**config.mk**
```make
export PLATFORM = sky130hd
export DESIGN_NAME = counter_sweep_driver
export DESIGN_NICKNAME = d
export VERILOG_FILES = /design/src/rtl/counter_sweep_driver.sv
export SDC_FILE = /design/constraint.sdc
export NUM_CORES = 1
export LEC_CHECK = 0
export ABC_AREA = 0
export CAP_MARGIN = 10
export CORE_MARGIN = 8
export CORE_UTILIZATION = 57
export CTS_CLUSTER_SIZE = 30
export DETAILED_ROUTE_END_ITERATION = 16
export PLACE_DENSITY = 0.87
export SLEW_MARGIN = 40
export SYNTH_ARGS = -nofsm -noshare
export SYNTH_HDL_FRONTEND = slang
export SYNTH_SLANG_ARGS = --single-unit
```
**constraint.sdc**
```tcl
create_clock -name clk -period 4.7 [get_ports clk]
set_input_delay 0.94 -clock clk [delete_from_list [all_inputs] [get_ports clk]]
set_output_delay 0.94 -clock clk [all_outputs]
set_load 0.01 [all_outputs]
```
**src/rtl/counter_sweep_driver.sv**
```systemverilog
// Command-side driver for the load/up/down counter: sweeps lo->hi->lo for a
// programmed number of passes and checks the counter output against a shadow count.
module counter_sweep_driver #(
  parameter int unsigned WIDTH  = 8,
  parameter int unsigned PASS_W = 4
) (
  input  logic              clk,
  input  logic              reset,
  input  logic              start,
  input  logic              abort,
  input  logic [WIDTH-1:0]  lo,
  input  logic [WIDTH-1:0]  hi,
  input  logic [PASS_W-1:0] passes,
  input  logic [WIDTH-1:0]  count_in,
  output logic [1:0]        S,
  output logic [WIDTH-1:0]  datain,
  output logic              en,
  output logic              busy,
  output logic              done,
  output logic              cfg_err,
  output logic              mismatch
);

  localparam logic [1:0] MODE_HOLD = 2'd0;
  localparam logic [1:0] MODE_UP   = 2'd1;
  localparam logic [1:0] MODE_DOWN = 2'd2;
  localparam logic [1:0] MODE_LOAD = 2'd3;

  typedef enum logic [2:0] {
    ST_IDLE = 3'd0,
    ST_LOAD = 3'd1,
    ST_UP   = 3'd2,
    ST_DOWN = 3'd3,
    ST_DONE = 3'd4
  } state_e;

  state_e              state_q, state_d;
  logic [WIDTH-1:0]    lo_q, lo_d;
  logic [WIDTH-1:0]    hi_q, hi_d;
  logic [PASS_W-1:0]   passes_q, passes_d;
  logic [PASS_W-1:0]   pass_cnt_q, pass_cnt_d;
  logic [WIDTH-1:0]    shadow_q, shadow_d;
  logic [1:0]          s_q, s_d;
  logic [WIDTH-1:0]    datain_q, datain_d;
  logic                en_q, en_d;
  logic                busy_q, busy_d;
  logic                done_q, done_d;
  logic                cfg_err_q, cfg_err_d;
  logic                mismatch_q, mismatch_d;

  logic [WIDTH-1:0]    shadow_inc;
  logic [WIDTH-1:0]    shadow_dec;
  logic [PASS_W-1:0]   pass_cnt_inc;
  logic                sweeping;

  assign shadow_inc   = shadow_q + WIDTH'(1);
  assign shadow_dec   = shadow_q - WIDTH'(1);
  assign pass_cnt_inc = pass_cnt_q + PASS_W'(1);
  assign sweeping     = (state_q == ST_UP) || (state_q == ST_DOWN);

  // Sequencing, job capture and shadow-count tracking
  always_comb begin
    state_d    = state_q;
    lo_d       = lo_q;
    hi_d       = hi_q;
    passes_d   = passes_q;
    pass_cnt_d = pass_cnt_q;
    shadow_d   = shadow_q;
    datain_d   = datain_q;
    cfg_err_d  = 1'b0;
    mismatch_d = mismatch_q;

    case (state_q)
      ST_IDLE: begin
        if (start && !abort) begin
          if (lo < hi) begin
            lo_d       = lo;
            hi_d       = hi;
            passes_d   = (passes == '0) ? PASS_W'(1) : passes;
            pass_cnt_d = '0;
            mismatch_d = 1'b0;
            datain_d   = lo;
            state_d    = ST_LOAD;
          end else begin
            cfg_err_d = 1'b1;
          end
        end
      end
      ST_LOAD: begin
        if (abort) begin
          state_d = ST_IDLE;
        end else begin
          shadow_d = lo_q;
          state_d  = ST_UP;
        end
      end
      ST_UP: begin
        if (abort) begin
          state_d = ST_IDLE;
        end else begin
          shadow_d = shadow_inc;
          if (shadow_inc == hi_q) begin
            state_d = ST_DOWN;
          end
        end
      end
      ST_DOWN: begin
        if (abort) begin
          state_d = ST_IDLE;
        end else begin
          shadow_d = shadow_dec;
          if (shadow_dec == lo_q) begin
            pass_cnt_d = pass_cnt_inc;
            state_d    = (pass_cnt_inc == passes_q) ? ST_DONE : ST_UP;
          end
        end
      end
      ST_DONE: begin
        state_d = ST_IDLE;
      end
      default: begin
        state_d = ST_IDLE;
      end
    endcase

    // Counter feedback is only meaningful while it is actively sweeping
    if (sweeping && (count_in != shadow_q)) begin
      mismatch_d = 1'b1;
    end
  end

  // Outputs decoded from the next state so they are stable for the counter's sample
  always_comb begin
    s_d    = MODE_HOLD;
    en_d   = 1'b0;
    busy_d = 1'b0;
    done_d = 1'b0;
    case (state_d)
      ST_LOAD: begin
        s_d    = MODE_LOAD;
        en_d   = 1'b1;
        busy_d = 1'b1;
      end
      ST_UP: begin
        s_d    = MODE_UP;
        en_d   = 1'b1;
        busy_d = 1'b1;
      end
      ST_DOWN: begin
        s_d    = MODE_DOWN;
        en_d   = 1'b1;
        busy_d = 1'b1;
      end
      ST_DONE: begin
        done_d = 1'b1;
      end
      default: begin
        s_d = MODE_HOLD;
      end
    endcase
  end

  always_ff @(posedge clk or posedge reset) begin
    if (reset) begin
      state_q    <= ST_IDLE;
      lo_q       <= '0;
      hi_q       <= '0;
      passes_q   <= '0;
      pass_cnt_q <= '0;
      shadow_q   <= '0;
      s_q        <= MODE_HOLD;
      datain_q   <= '0;
      en_q       <= 1'b0;
      busy_q     <= 1'b0;
      done_q     <= 1'b0;
      cfg_err_q  <= 1'b0;
      mismatch_q <= 1'b0;
    end else begin
      state_q    <= state_d;
      lo_q       <= lo_d;
      hi_q       <= hi_d;
      passes_q   <= passes_d;
      pass_cnt_q <= pass_cnt_d;
      shadow_q   <= shadow_d;
      s_q        <= s_d;
      datain_q   <= datain_d;
      en_q       <= en_d;
      busy_q     <= busy_d;
      done_q     <= done_d;
      cfg_err_q  <= cfg_err_d;
      mismatch_q <= mismatch_d;
    end
  end

  assign S        = s_q;
  assign datain   = datain_q;
  assign en       = en_q;
  assign busy     = busy_q;
  assign done     = done_q;
  assign cfg_err  = cfg_err_q;
  assign mismatch = mismatch_q;

endmodule

```
======== Word level (Yosys, flattened, before mapping) ========
Index checks and enable logic that the tools add are counted.
Widths: inputs -> output; s select.
word-level totals
  RAM bits ................................ 0
  memory bits (read-only) ................. 0
  memories kept ........................... 0
  latch bits .............................. 0
  input bits .............................. 32
  register bits after elaboration ......... 41
operators by class
  reductions and logical operators ........ 16
  muxes and demuxes ....................... 29
  $lt $le $gt $ge ......................... 1
  eq/ne operators ......................... 17
  div/mod/pow operators ................... 0
  bitwise logic cells ..................... 0
  multiply operators ...................... 0
  shifts and indexed selects .............. 0
  add/subtract/negate cells ............... 3
operators with widths
  cell                 count
  $mux 8               3
  $pmux 8 s3           1
  $mux 3               7
  $mux 4               5
  $eq 8x8->1           2
  $eq 3x2->1 const B   4
  $pmux 3 s4           1
  $ne 2x2->1 const B   5
  $mux 1               9
  $add 8x1->8 const B  1
  $lt 8x8->1           1
  $ne 8x8->1           1
  $pmux 4 s2           1
  $reduce_bool 2->1    4
  $sub 8x1->8 const B  1
  $eq 3x1->1 const B   2
  $pmux 2 s3           1
  $reduce_and 3->1     2
  $reduce_and 5->1     1
  $add 4x1->4 const B  1
  $eq 4x4->1           1
  $logic_not 4->1      1
  $reduce_and 4->1     1
  $eq 3x3->1 const B   1
  8 further kinds      9

======== Logic depth before layout (Yosys ltp) ========
Gate-level depths: netlist of the first run.
  depth in word-level cells ............... 9
  depth in mapped cells ................... 10
  depth with buffers taken out ............ 8

======== Least setup slack after synthesis of the first run ========
OpenSTA, ideal clock, no wires.
  kind .................................... input -> register
  from .................................... in hi[2]
  to ...................................... reg datain_q[0], in the netlist datain[0]
  library setup time ...................... 0.125 ns
  setup slack ............................. 1.897 ns
  path buffers ............................ 2
  stages .................................. 9
  arrival time ............................ 2.679 ns
  cells stage by stage .................... inv_1 ha_1 a211oi_1 o21ai_0 a221oi_1 nand2b_1 clkbuf_1 clkbuf_1 mux2_2
on the way
  cells in the longest elaborated chain, start to end .. 2
ends and longest elaborated chain
  what                               RTL line  source
  start: declaration                 12        input logic [WIDTH-1:0] hi,
  $lt 8x8->1                         76        if (lo < hi) begin
  $reduce_and 3->1 (no source line)  --
  end signal: assignment             186       datain_q <= datain_d;
  end: declaration                   44        logic [WIDTH-1:0] datain_q, datain_d;
Every way passes these cells.
A chain may end at the register's enable or synchronous reset.

======== Worst setup path in the final report of the first run ========
  from .................................... in hi[2]
  to ...................................... reg datain_q[2], in the netlist datain[2]
The elaborated chain is that of the path after synthesis.

==> results of run 1 <==
==> cell type report <==
type	count	area, um2	area share, %
Clock buffer	5	68.8	2.11
Tap cell	54	67.6	2.07
Sequential cell	41	1030	31.5
Timing Repair Buffer	48	475	14.6
Clock inverter	3	17.5	0.538
Inverter	14	52.6	1.61
Multi-Input combinational cell	219	1550	47.6
==> per-layer routing <==
| metal | vias up | GRT usage, % |
|---|---|---|
| li1 | 1123 | - |
| met1 | 1153 | 25.0 |
| met2 | 76 | 29.5 |
| met3 | 17 | 3.57 |
| met4 | 0 | 8.41 |
| met5 | - | 0 |
==> cell families (layout without fill, tap and decap cells) <==
group | count (synthesis) | after routing | synth area share (%)
xor+xnor | 32 | 32 | 10.3
flops | 41 | 41 | 37.7
fa+ha+maj | 10 | 10 | 4.60
mux | 17 | 17 | 6.95
simple gates | 89 | 89 | 16.8
compound gates | 71 | 71 | 18.2
buf+inv | 34 | 70 | 5.38
==> stage by stage <==
step | total power, mW | utilization (%) | worst slack, ns
final | 1.56 | 69.9 | 1.48
after global routing | 1.67 | 69.9 | 1.20
after CTS | 1.56 | 69.9 | 1.44
after detailed placement | 1.32 | 68.1 | 1.07
after global placement | 1.30 | 68.0 | 1.22
after floorplan | 1.12 | - | 1.90
==> state kept, by name (all words and copies together) (netlist names) <==
| signal | flops |
|---|---|
| datain | 8 |
| hi_q | 8 |
| shadow_q | 8 |
| pass_cnt_q | 4 |
| passes_q | 4 |
| state_q | 3 |
| S | 2 |
| busy | 1 |
| cfg_err | 1 |
| done | 1 |
| mismatch | 1 |
==> path summary, 6_finish.rpt <==
check                                      to  slack, ns  cells past startpoint
max in group asynchronous           datain[3]       3.29                      3
worst min-delay path                  hi_q[3]       0.51                      2
worst min register to register        hi_q[3]       0.51                      2
min in group asynchronous         passes_q[3]       1.06                      3
worst max-delay path                datain[2]       1.48                      9
worst max register to register  pass_cnt_q[1]       1.86                      6
==> worst min-delay path, cell delays in order, from the launching register on <==
cell                      delay, ns
sky130_fd_sc_hd__dfrtp_1       0.37
sky130_fd_sc_hd__nand2_1       0.05
sky130_fd_sc_hd__o21ai_0       0.06
==> cell usage in the layout (no fill, tap or decap), types with 3 or more instances in the layout <==
master | synthesis | layout
sky130_fd_sc_hd__nor3b_1 | 3 | 3
sky130_fd_sc_hd__clkbuf_8 | 0 | 5
sky130_fd_sc_hd__nor2b_1 | 4 | 4
sky130_fd_sc_hd__nor3_1 | 9 | 9
sky130_fd_sc_hd__o21ai_0 | 27 | 27
sky130_fd_sc_hd__clkdlybuf4s50_1 | 0 | 46
sky130_fd_sc_hd__a21o_1 | 4 | 4
sky130_fd_sc_hd__a21oi_1 | 4 | 4
sky130_fd_sc_hd__ha_1 | 10 | 10
sky130_fd_sc_hd__nand4_1 | 6 | 6
sky130_fd_sc_hd__nor2_1 | 19 | 19
sky130_fd_sc_hd__dfrtp_1 | 41 | 41
sky130_fd_sc_hd__nand3_1 | 7 | 7
sky130_fd_sc_hd__mux2_2 | 14 | 14
sky130_fd_sc_hd__nand2_1 | 22 | 22
sky130_fd_sc_hd__o21ba_2 | 3 | 3
sky130_fd_sc_hd__inv_1 | 14 | 14
sky130_fd_sc_hd__o2111ai_1 | 3 | 3
sky130_fd_sc_hd__xnor2_1 | 22 | 22
sky130_fd_sc_hd__a31oi_1 | 5 | 5
sky130_fd_sc_hd__xor2_1 | 10 | 10
sky130_fd_sc_hd__nand2b_1 | 6 | 6
==> report_power, final <==
group	total [mW]	switching, mW	leakage [nW]	internal [mW]
Combinational	0.682	0.330	0.817	0.352
Sequential	0.646	0.201	0.515	0.445
Clock	0.230	0.128	0.0439	0.103
==> results by stage, run 1 <==
Critical path:
- On the worst path, the slowest cell contributes a delay of approximately 0.45 ns.
- STA classifies the critical path endpoint as a register.
- The cell with the largest stage delay on the worst path is sky130_fd_sc_hd__clkdlybuf4s50_1.
- The beginning of the critical path is hi[2].
- The launching point of the worst reg2reg path is state_q[1].
- The startpoint type of the worst setup path is a primary input.
- The required time at the worst-slack endpoint is 4.88 ns.
- The cell family with the largest share of critical-path delay is buffers and inverters.
- In this run the worst path has a maximum fanout of 26.
- The critical path goes through clkdlybuf4s50_1 -> inv_1 -> ha_1 -> a211oi_1 -> o21ai_0 -> a221oi_1 -> nand2b_1 -> buf_4 -> mux2_2.
- The count of buffer and inverter cells on the critical path is 3.
- The critical path start-end classification is primary input to register.
- For the worst setup path, the data arrival time is 3.41 ns.

Finish:
- The share of layout cells above drive strength 1 is 10.3%.
- The area growth from synthesis to layout is 19.8%.
- The repair_antennas step left the layout with diodes totalling 0.
- For this run, the post-layout net count is around 370.
- The filler cells instantiated in the layout total 347.
- Summing all non-filler instances in the final layout gives an area of 3260 um2.
- The count of non-filler cells in the finished layout is about 380.

Pwr:
- The analysis attributes to cell leakage a power of roughly 1.4 nW.
- Power spread over the standard cell area amounts to 478 nW/um2.
- The worst-case IR drop observed on VDD is 0.268 mV.

Floorplanning:
- The floorplan step set the die height to 85.1 um.
- The horizontal die dimension is approximately 85 um.
- For this design the top-level I/O count stands at 47.
- The core region is ~4700 um2.
- The site row count is 25.
- The starting density of the core is 58.3%.
- The die covers 7240 um2.

GRT:
- The sum of overflow across all layers after global routing is 0.
- Across every metal layer, demand over resource in global routing totals 19.0%.
- The number of antenna violations at the first check in global routing was 0.
- Entering global routing, the biggest net connects 42 pins.
- The first global-routing pass estimated 11,100 um of wire.
- The via count of the first global-routing pass was 2,291.

Drt:
- Dividing the detail-routed wire length by the instance count gives 17.1 um.
- The detail route stage leaves a number of antenna-violating nets equal to 0.
- Routed signal wires occupy layers up through met4.
- In the detailed route, the total length drawn on met2 is 3110 um.
- The via count normalized by instance count is approximately 6.
- After detailed routing, the number of remaining DRC violations is 0.
- For this block, the routed nets add up to 6560 um of wire.
- Across all layers, the routed design uses 2,369 vias.
- The routed metal-1 wire length is 2990 um.
- The number of iterations in the first detailed-routing pass is 4.
- In this run, the number of DRC markers left after iteration 0 of detailed routing was 212.
- The met3 wire length is roughly 320 um.

Synth:
- The post-synth net total is around 340.
- Yosys printed 0 warnings.
- The top cell type by area accounts for between 30% and 40% of the synthesized area.
- Counting flops with a built-in enable in the synthesized netlist gives 0.
- After synthesis, the share of flip-flops with an asynchronous set or reset is 100%.
- Averaged over all synthesized cells, the footprint is 9.25 um2.
- The cell count after synthesis is between 200 and 300.
- The summed instance area of the synthesized netlist is 2720 um2.
- For this run, the leading register cell type out of synthesis is sky130_fd_sc_hd__dfrtp_1.
- The distinct cell type count after synthesis is 55.
- Among all cell types in the netlist, the one instantiated most often is sky130_fd_sc_hd__dfrtp_1.
- Sorting the synthesized cells by area gives the leading types as sky130_fd_sc_hd__dfrtp_1 38%, sky130_fd_sc_hd__xnor2_1 7.1%, sky130_fd_sc_hd__mux2_2 5.8%.
- The sequential element share of the synthesized area is 37.7%.
- The commonest cells after synthesis are 41 x sky130_fd_sc_hd__dfrtp_1, 27 x sky130_fd_sc_hd__o21ai_0, 22 x sky130_fd_sc_hd__nand2_1, 22 x sky130_fd_sc_hd__xnor2_1, 19 x sky130_fd_sc_hd__nor2_1.
- After synthesis the netlist holds a flip-flop and latch count of 41.
- Summed over all instances, the cell type with the most area after synthesis is sky130_fd_sc_hd__dfrtp_1.

STA:
- The post-route fraction of the period consumed by the critical path is 68.6%.
- Hold timing on the final database bottoms out at a slack of 0.511 ns.
- The peak clock frequency supported by timing is around 0.31 GHz.
- The count of final max-slew check failures was 0.
- At the pin with the least slew margin, the transition time is approximately 0.80 ns.
- The shortest period the worst path allows is 3.22 ns.
- Setup repair after global routing left no endpoint under its margin.
- Clock skew on the completed layout was measured at 0.00477 ns.
- Setup violations remaining at the end of the flow were counted as 0.
- The relative max-transition margin is 46.8%.
- In the final timing run, aggregate negative setup slack is 0 ns.
- The final-report hold violation count is 0.

CTS:
- CTS saw 41 sinks.
- The number of hold buffers added after CTS is 0.
- The number of H-tree levels is 2.
- The total setup buffers inserted after CTS is 0.
- After clock tree synthesis, the clock-pin slew on the worst setup and hold paths is 0.08 ns.
- The tree is rooted in a sky130_fd_sc_hd__clkbuf_8.
- The number of gates resized after CTS is 0.
- The clock reaches the later pin of the worst-skew pair after ~0.3 ns.
- The clock passes through at most 2 buffers.
- Buffers inserted during clock tree synthesis total 5.
- TritonCTS built the clock tree.

Placed design:
- The HPWL after detailed placement is slightly below 5000 um.
- The number of port buffers is 46.
- Once placement finished, the instance area stood at 3170 um2.
- Routability-driven placement finished with a final weighted congestion of 0.919.
- The placed cell count is 376.

Worst hold path:
- The hold path startpoint is hi_q[3].
- The min-delay analysis places its worst path in the category register to register.

Run:
- The count of max-cap constraint violations is 0.

Run status:
- The run finished with clean final reports.
No activity file was read; power rests on OpenSTA's default activity.
==> inputs of run 2 (changes only) <==
--- a/config.mk
+++ b/config.mk
@@ -8,10 +8,10 @@
 export ABC_AREA = 0
 export CAP_MARGIN = 10
 export CORE_MARGIN = 8
-export CORE_UTILIZATION = 57
+export CORE_UTILIZATION = 53
 export CTS_CLUSTER_SIZE = 30
 export DETAILED_ROUTE_END_ITERATION = 16
-export PLACE_DENSITY = 0.87
+export PLACE_DENSITY = 0.82
 export SLEW_MARGIN = 40
 export SYNTH_ARGS = -nofsm -noshare
 export SYNTH_HDL_FRONTEND = slang
==> constraint.sdc (replaced) <==
create_clock -name clk -period 3 [get_ports clk]
set_input_delay 0.6 -clock clk [delete_from_list [all_inputs] [get_ports clk]]
set_output_delay 0.6 -clock clk [all_outputs]
set_load 0.01 [all_outputs]
==> results by stage, run 2 (same netlist as run 1, synthesis figures left out) <==
Finish:
- The count of nets after finishing is 381 (was 371).
- Commonest cells after routing, fill and taps aside: 46 x sky130_fd_sc_hd__clkdlybuf4s50_1, 41 x sky130_fd_sc_hd__dfrtp_1, 27 x sky130_fd_sc_hd__o21ai_0 (unchanged).
- The total non-filler cell area in the finished layout came to 3360 um2 (was 3260 um2).
- The number of diodes was 0 (unchanged).
- The share of layout cells above drive strength 1 is 12.7% (was 10.3%).
- The most frequent standard cell in the layout excluding fill and tap cells is sky130_fd_sc_hd__clkdlybuf4s50_1 (unchanged).
- The area growth from synthesis to layout is 23.5% (was 19.8%).
- The layout filler cell count was 421 (was 347).

STA:
- The worst path uses between 80% and 90% of the clock period.
- The final-report hold violation count came to 0 (unchanged).
- The peak clock frequency supported by timing is 0.385 GHz.
- The actual transition at the worst max-transition pin is 0.672 ns (was 0.796 ns).
- The setup clock skew after layout is 0.00309 ns (was 0.00477 ns).
- The count of final max-slew check failures is 0 (unchanged).
- The worst slack on hold paths was 0.505 ns (was 0.511 ns).
- The worst path in the final design needs a cycle of 2.59 ns, including I/O delays and setup.
- Unrepaired setup endpoints after global routing: no (unchanged).
- The setup TNS after final layout is 0 ns (unchanged).
- The count of endpoints failing setup in the final report was 0 (unchanged).
- The relative max-transition margin is 55.2% (was 46.8%).

Placed design:
- The HPWL after detailed placement was 4960 um (was 4930 um).
- The number of port buffers was 46 (unchanged).
- The area after detailed placement came to 3270 um2 (was 3170 um2).
- The final weighted congestion in routability-driven placement is 0.919 (about the same).

Floorplanning:
- The starting density of the core is 53.9% (was 58.3%).
- The chip height is 87.6 um (was 85.1 um).
- The total die area came to 7680 um2 (was 7240 um2).
- The number of I/O pins is 47 (unchanged).
- The horizontal die dimension is 87.6 um (was 85.1 um).
- The site row count came to 26 (was 25).
- The placeable core region is 5040 um2 (was 4660 um2).

Critical path:
- The destination of the worst register-to-register timing path is pass_cnt_q[1] (unchanged).
- The launching point of the worst reg2reg path is shadow_q[1] (was state_q[1]).
- The largest fanout of any net on the critical path is 2 (was 26).
- The cell with the largest stage delay on the worst path is sky130_fd_sc_hd__clkdlybuf4s50_1 (unchanged).
- The beginning of the critical path was hi[2] (unchanged).
- The endpoint of the worst setup timing path is pass_cnt_q[1] (was datain[2]).
- The reg2reg setup slack was 0.43 ns (was 1.86 ns).
- Sequence of cells on the critical path: clkdlybuf4s50_1 -> inv_1 -> ha_1 -> a211oi_1 -> o21ai_0 -> a221oi_1 -> buf_4 -> nor4_1 -> a21oi_2 -> mux2_1 (was clkdlybuf4s50_1 -> inv_1 -> ha_1 -> a211oi_1 -> o21ai_0 -> a221oi_1 -> nand2b_1 -> buf_4 -> mux2_2).
- The critical path start-end classification is primary input to register (unchanged).
- The startpoint type of the worst setup path was a primary input (unchanged).
- The path depth of the worst reg2reg path is 8 (was 6).
- The required time at the worst-slack endpoint came to 3.18 ns (was 4.88 ns).
- The worst path arrival time is 2.77 ns (was 3.41 ns).
- The peak per-stage delay on the critical path is 0.45 ns (about the same).
- The endpoint class of the critical path is a register (unchanged).

Drt:
- The residual antenna-violating net count after detailed routing is 0 (unchanged).
- The first-iteration detailed-routing DRC count is 168 (was 212).
- The via count normalized by instance count is 5.81 (was 6.17).
- The number of iterations in the first detailed-routing pass was 4 (unchanged).
- The total routed wirelength is 6610 um (was 6560 um).
- The number of remaining DRC errors is 0 (unchanged).
- The mean routed wirelength per cell is 16.2 um (was 17.1 um).
- The routed via count is 2,376 (was 2,369).

Run:
- The count of max-cap constraint violations is 0 (unchanged).

GRT:
- The via count of the first global-routing pass is 2,320 (was 2,291).
- The sum of overflow across all layers after global routing is 0 (unchanged).
- The number of antenna violations at the first check in global routing came to 0 (unchanged).
- The total routing resource utilization after global routing is 18.1% (was 19.0%).
- The maximum number of pins on one net before global-route repair is 42 (unchanged).
- The global-route wire length before repair is 11,000 um (was 11,100 um).

CTS:
- The count of clock tree sinks is 41 (unchanged).
- The total setup buffers inserted after CTS was 0 (unchanged).
- The number of hold buffers added after CTS is 0 (unchanged).
- The total clock buffers created by CTS is 5 (unchanged).
- The clock tree buffer depth is 2 (unchanged).
- The source-to-sink clock delay at the later pin of the worst-skew pair was 0.29 ns (was 0.30 ns).
- The clock edge transition at the registers on the reported setup and hold paths came to 0.08 ns (about the same).
- The clock tree from TritonCTS is done (unchanged).
- The number of gates resized after CTS is 0 (unchanged).
- The root buffer selected by CTS is sky130_fd_sc_hd__clkbuf_8 (unchanged).
- The number of H-tree levels is 2 (unchanged).

Pwr:
- The maximum vdd ir drop is 0.504 mV (was 0.268 mV).
- The power density relative to cell area is 750 nW/um2 (was 478 nW/um2).
- The static leakage is 1.42 nW (was 1.38 nW).

Run status:
- Status: complete, no violations (unchanged).

Worst hold path:
- The path category of the worst min-delay check is register to register (unchanged).
==> run 2: changes by cell type in the layout (fill, tap and decap cells not counted) <==
cell	previous run	this run
sky130_fd_sc_hd__clkbuf_8	5	6
sky130_fd_sc_hd__clkinv_2	2	0
sky130_fd_sc_hd__buf_4	2	12
==> run 2: worst max-delay path: cells and delay by family <==
family,cells,cell delay [ns]
fa+ha+maj,1,0.28
buf+inv,3,0.68
compound gates,4,0.83
mux,1,0.33
simple gates,1,0.04
==> run 2: how the worst min path moves through the flow <==
stage / startpoint / cells after the start / end
finish: passes_q[0] / 2 / passes_q[0]
global route: hi_q[1] / 2 / hi_q[1]
CTS: hi_q[4] / 2 / hi_q[4]
detailed placement: hi_q[4] / 2 / hi_q[4]
global placement: hi_q[4] / 2 / hi_q[4]
floorplan: hi_q[3] / 2 / hi_q[3]
==> run 2: stage by stage <==
stage / setup slack, ns / instances / total power, mW / util [%]
after floorplan: 0.329 / 294 / 1.76 / -
after global placement: 0.110 / 402 / 2.10 / 64.7
after detailed placement: 0.0870 / 402 / 2.14 / 64.8
after CTS: 0.402 / 409 / 2.51 / 66.6
after global routing: 0.190 / 409 / 2.69 / 66.6
final: 0.406 / 409 / 2.52 / 66.6
==> run 2: report_power, final <==
group / internal, mW / total (mW) / leakage (nW) / switching, mW
sequential: 0.700 / 0.872 / 0.515 / 0.172
combinational: 0.602 / 1.27 / 0.867 / 0.672
clock: 0.182 / 0.370 / 0.0433 / 0.188
==> run 2: layout make-up <==
| type | count | area, um2 | area share, % |
|---|---|---|---|
| multi-input cells | 219 | 1550 | 46.2 |
| flip-flops and latches | 41 | 1030 | 30.6 |
| repair buffers | 58 | 551 | 16.4 |
| well taps | 70 | 87.6 | 2.61 |
| clock buffers | 6 | 82.6 | 2.46 |
| inverters | 14 | 52.6 | 1.57 |
| clock inverters | 1 | 7.51 | 0.224 |
==> run 2: metal layers <==
layer | track usage (%) | vias up | wire (um) | part of all wire (%)
li1 | - | 1141 | - | -
met3 | 4.13 | 9 | 539 | 8.2
met1 | 22.9 | 1118 | 2860 | 43
met4 | 7.97 | 0 | 123 | 1.9
met2 | 28.7 | 108 | 3090 | 47
met5 | 0 | - | 0 | 0
==> inputs of run 3 (changes only) <==
--- a/config.mk
+++ b/config.mk
@@ -9,6 +9,7 @@
 export CAP_MARGIN = 10
 export CORE_MARGIN = 8
 export CORE_UTILIZATION = 53
+export CTS_CLUSTER_DIAMETER = 120
 export CTS_CLUSTER_SIZE = 30
 export DETAILED_ROUTE_END_ITERATION = 16
 export PLACE_DENSITY = 0.82
==> results of run 3 <==
Same layout as run 2: the final DEF is identical, and so are final timing and power.
==> patch 1 (flow settings as in run 2) <==
Set the parameter `WIDTH` to 6 (it was 8).
--- a/src/rtl/counter_sweep_driver.sv
+++ b/src/rtl/counter_sweep_driver.sv
@@ -3,3 +3,3 @@
 module counter_sweep_driver #(
-  parameter int unsigned WIDTH  = 8,
+  parameter int unsigned WIDTH  = 6,
   parameter int unsigned PASS_W = 4
Interface: changed (resized count_in, datain, hi and lo); port bits go from 47 to 39. No check against the original RTL was run, so the function may have changed too.
==> patch 1 against run 2 <==
- wire length shrank 26%
- worst hold slack gained 0.026 ns
- synthesized area shrank 21%
- total power shrank 20%
- clock skew is essentially flat
- synthesized cell count shrank 25%
- cell area shrank 20%
- non-clock buffer count shrank 11
- worst setup slack gained 0.027 ns
- sequential cell count shrank 6
==> patch 1: results (changes against run 2) <==
drt pass-1 iters=4 (unchanged); number of buffers added on ports=38 (was 46); P_leak=1.09 nW (was 1.42 nW); dpl hpwl=3.60 mm (was 4.96 mm); critical path fanouts, max=4 (was 2); initial drt markers=222 (was 168); GRT Total Usage=0.158 (was 0.181); sequential fraction of the synthesis area=0.407 (was 0.377); Arr. time, crit path=2.74 ns (was 2.77 ns); post-synthesis cell type count=44 (was 55); global-route wire length before repair=7.96 mm (was 11.0 mm); drt via density=5.65 (was 5.81); Post-synth top cells=35 x dfrtp_1, 20 x xnor2_1, 16 x inv_1, 16 x mux2_2, 14 x nor2_1 (was 41 x dfrtp_1, 27 x o21ai_0, 22 x nand2_1, 22 x xnor2_1, 19 x nor2_1); final WL=4.87 mm (was 6.61 mm); layout cell share with drive strength beyond 1=0.144 (was 0.127); Least-Margin Pin Slew=0.594 ns (was 0.672 ns); Layout Nets=297 (was 381); placed standard-cell area=0.00261 mm2 (was 0.00327 mm2); Antenna diodes=0 (unchanged); Syn Nets=255 (was 336); setup bufs post-CTS=0 (unchanged); maximum VDD drop=0.434 mV (was 0.504 mV); vias in the first global route=1,702 (was 2,320); initial antenna violation count=0 (unchanged); Synth area leaders=dfrtp_1 41%, mux2_2 8.4%, xnor2_1 8.1% (was dfrtp_1 38%, xnor2_1 7.1%, mux2_2 5.8%); status=finished clean (unchanged); Setup Skew=0.00308 ns (was 0.00309 ns); Internal=1.23 mW (was 1.48 mW); maximum number of pins on one net before global-route repair=36 (was 42); placer congestion estimate=0.910 (was 0.919); Layout fillers=311 (was 421)
patch 1: per-layer routing:
layer | track usage | vias to the layer above | part of all wire
li1 | - | 862 | -
met1 | 0.205 | 847 | 0.46
met2 | 0.244 | 57 | 0.47
met3 | 0.0383 | 9 | 0.059
met4 | 0.0673 | 0 | 0.019
met5 | 0 | - | 0
patch 1: layout make-up:
type,count,area share
well taps,50,0.0232
inverters,16,0.0223
multi-input cells,158,0.429
clock inverters,3,0.00881
flip-flops and latches,35,0.325
clock buffers,5,0.0255
repair buffers,47,0.166
patch 1: final timing paths:
kind                             start     endpoint  cells after the start
min in group asynchronous        reset         busy                      3
setup reg to reg           shadow_q[1]         busy                      6
setup / recovery           shadow_q[1]         busy                      6
hold reg to reg            passes_q[3]  passes_q[3]                      1
max in group asynchronous        reset      hi_q[0]                      3
hold / removal             passes_q[3]  passes_q[3]                      1
patch 1: power groups by stage:
stage | Combinational, mW | Sequential [mW] | Clock, mW
after floorplan | 0.670 | 0.703 | 0
after global placement | 0.901 | 0.729 | 0
after detailed placement | 0.918 | 0.735 | 0
after CTS | 0.925 | 0.727 | 0.358
after global routing | 1.01 | 0.744 | 0.375
final | 0.925 | 0.727 | 0.351
patch 1: logic make-up (layout without fill, tap and decap cells):
logic type / Yosys count / after routing / synth area share
buffers and inverters: 28 / 71 / 0.0552
DFF: 35 / 35 / 0.407
and+or+nand+nor: 63 / 63 / 0.153
adders and majority gates: 8 / 8 / 0.0465
xor gates and xnor gates: 27 / 27 / 0.110
AOI/OAI and AO/OA: 43 / 43 / 0.141
muxes: 17 / 17 / 0.0883
patch 1: per-stage QoR:
stage	util	worst slack, ns	cells	hold slack (ns)
floorplan	-	0.489	221	0.501
global placement	0.661	0.276	306	0.514
global route	0.684	0.300	314	0.557
finish	0.684	0.433	314	0.532
detailed placement	0.661	0.220	306	0.520
CTS	0.684	0.432	314	0.538
patch 1: critical path, cell delays in order (launching register included):
cell and delay [ns]:
dfrtp_1 0.38, or4_4 0.55, or3_1 0.37, a2111oi_2 0.48, o21a_2 0.28, a41oi_4 0.14
or2_1 0.25
==> patch 2 (settings of run 2) <==
Without the edit above. Encoding of `state_e`: now one-hot (5 bits for 5 states).
--- a/src/rtl/counter_sweep_driver.sv
+++ b/src/rtl/counter_sweep_driver.sv
@@ -28,8 +28,8 @@
 
-  typedef enum logic [2:0] {
-    ST_IDLE = 3'd0,
-    ST_LOAD = 3'd1,
-    ST_UP   = 3'd2,
-    ST_DOWN = 3'd3,
-    ST_DONE = 3'd4
+  typedef enum logic [4:0] {
+    ST_IDLE = 5'b00001,
+    ST_LOAD = 5'b00010,
+    ST_UP   = 5'b00100,
+    ST_DOWN = 5'b01000,
+    ST_DONE = 5'b10000
   } state_e;
Function: same outputs for any inputs over 10 cycles, from zero or initial values and one cycle with reset high; not proved beyond that.
==> patch 2 against run 2 <==
- wire length up 8.1%
- critical endpoint is now hi_q[3]
- total power up 1.4%
- cell area up 5.1%
- sequential cell count up 2
- worst setup slack worse by 0.14 ns
- via count up 5.1%
- sequential share of layout area about the same
- sequential power up 14%
- critical path type unchanged
- synthesized area up 7.7%
==> patch 2: results (changes against run 2) <==
status=finished clean (unchanged); CP endpoint=hi_q[3] (was pass_cnt_q[1]); Layout Nets=389 (was 381); Worst slew margin=0.507 (was 0.552); drt via density=5.96 (was 5.81); Arr. time, crit path=2.92 ns (was 2.77 ns); Max Fclk=0.366 GHz (was 0.385 GHz); placer congestion estimate=0.851 (was 0.919); P_leak=1.46 nW (was 1.42 nW); Layout fillers=477 (was 421); maximum number of pins on one net before global-route repair=44 (was 42); GRT Total Usage=0.179 (was 0.181); layout cell share with drive strength beyond 1=0.124 (was 0.127); critical path fanouts, max=20 (was 2); Clock Tree Buf Depth=2 (unchanged); vias in the first global route=2,541 (was 2,320); Post-synth top cells=42 x dfrtp_1, 23 x nor2_1, 18 x a21oi_1, 18 x nand3_1, 17 x xor2_1 (was 41 x dfrtp_1, 27 x o21ai_0, 22 x nand2_1, 22 x xnor2_1, 19 x nor2_1); Syn Nets=348 (was 336); Antenna diodes=0 (unchanged); Synth area leaders=dfrtp_1 36%, mux2_2 5.4%, xor2_1 5.1% (was dfrtp_1 38%, xnor2_1 7.1%, mux2_2 5.8%); initial drt markers=204 (was 168); final non-filler cell total=419 (was 409); maximum VDD drop=0.388 mV (was 0.504 mV); Place WS=-0.00999 ns (was 0.0870 ns); Syn Area/Cell=9.57 um2 (was 9.25 um2); dpl hpwl=5.42 mm (was 4.96 mm); sequential fraction of the synthesis area=0.368 (was 0.377); final WL=7.14 mm (was 6.61 mm); Setup Skew=0.00363 ns (was 0.00309 ns); Placed Cells=412 (was 402)
## patch 2: cell count changes in the layout (fill, tap and decap cells not counted), moves of 3 or more
cell and change:
a21oi_1 +14, and3_1 +3, a31oi_1 -4, nor2_1 +4
buf_4 -5, o311ai_1 +3, xor2_1 +7, xnor2_1 -6
o21ai_0 -13, nand2_1 -16, nand3_1 +11, mux2_1 +4
nand4_1 -4, o21ba_2 -3
## patch 2: metrics by stage
step                power, mW  cell area, um2  utilization
detailed placement       2.13            3430        0.634
finish                   2.55            3530        0.653
global route             2.73            3530        0.653
floorplan                1.81            2930            -
global placement         2.08            3430        0.634
CTS                      2.56            3530        0.653
## patch 2: cell type report
| class | count | area share |
|---|---|---|
| inverters | 15 | 0.0160 |
| clock inverters | 1 | 0.00851 |
| well taps | 72 | 0.0255 |
| repair buffers | 53 | 0.145 |
| flip-flops and latches | 43 | 0.305 |
| multi-input cells | 229 | 0.479 |
| clock buffers | 6 | 0.0206 |
## patch 2: worst min path at each step
stage / start / end / slack (ns) / depth (start not counted)
2_1_floorplan: pass_cnt_q[3] / pass_cnt_q[3] / 0.48 / 2
3_3_place_gp: mismatch / mismatch / 0.46 / 1
3_5_place_dp: mismatch / mismatch / 0.48 / 1
4_1_cts: mismatch / mismatch / 0.50 / 1
5_1_grt: mismatch / mismatch / 0.52 / 1
6_report: mismatch / mismatch / 0.49 / 1
## patch 2: report_power, final
group          leakage, nW  switching (mW)  internal, mW  total (mW)
clock               0.0513           0.190         0.244       0.434
sequential           0.537           0.263         0.731       0.993
combinational        0.870           0.547         0.579        1.13
## patch 2: kinds of logic after synthesis
family          share of synthesized area
mux                                0.0731
simple gates                        0.197
flops                               0.368
compound gates                      0.166
xor+xnor                           0.0987
buf+inv                            0.0551
fa+ha+maj                          0.0427
## patch 2: critical path, cell delays in order
cell and delay (ns):
clkdlybuf4s50_1 0.49, inv_1 0.05, ha_1 0.29, a21oi_1 0.19, o221ai_1 0.16, a211oi_1 0.33
nor2_2 0.10, inv_2 0.32, mux2_2 0.38
## patch 2: routing by layer
| metal | up-vias | GRT usage | wire, um |
|---|---|---|---|
| met5 | - | 0 | 0 |
| met4 | 0 | 0.0652 | 82 |
| met3 | 8 | 0.0299 | 290 |
| met2 | 76 | 0.299 | 3450 |
| met1 | 1221 | 0.226 | 3320 |
| li1 | 1191 | - | - |
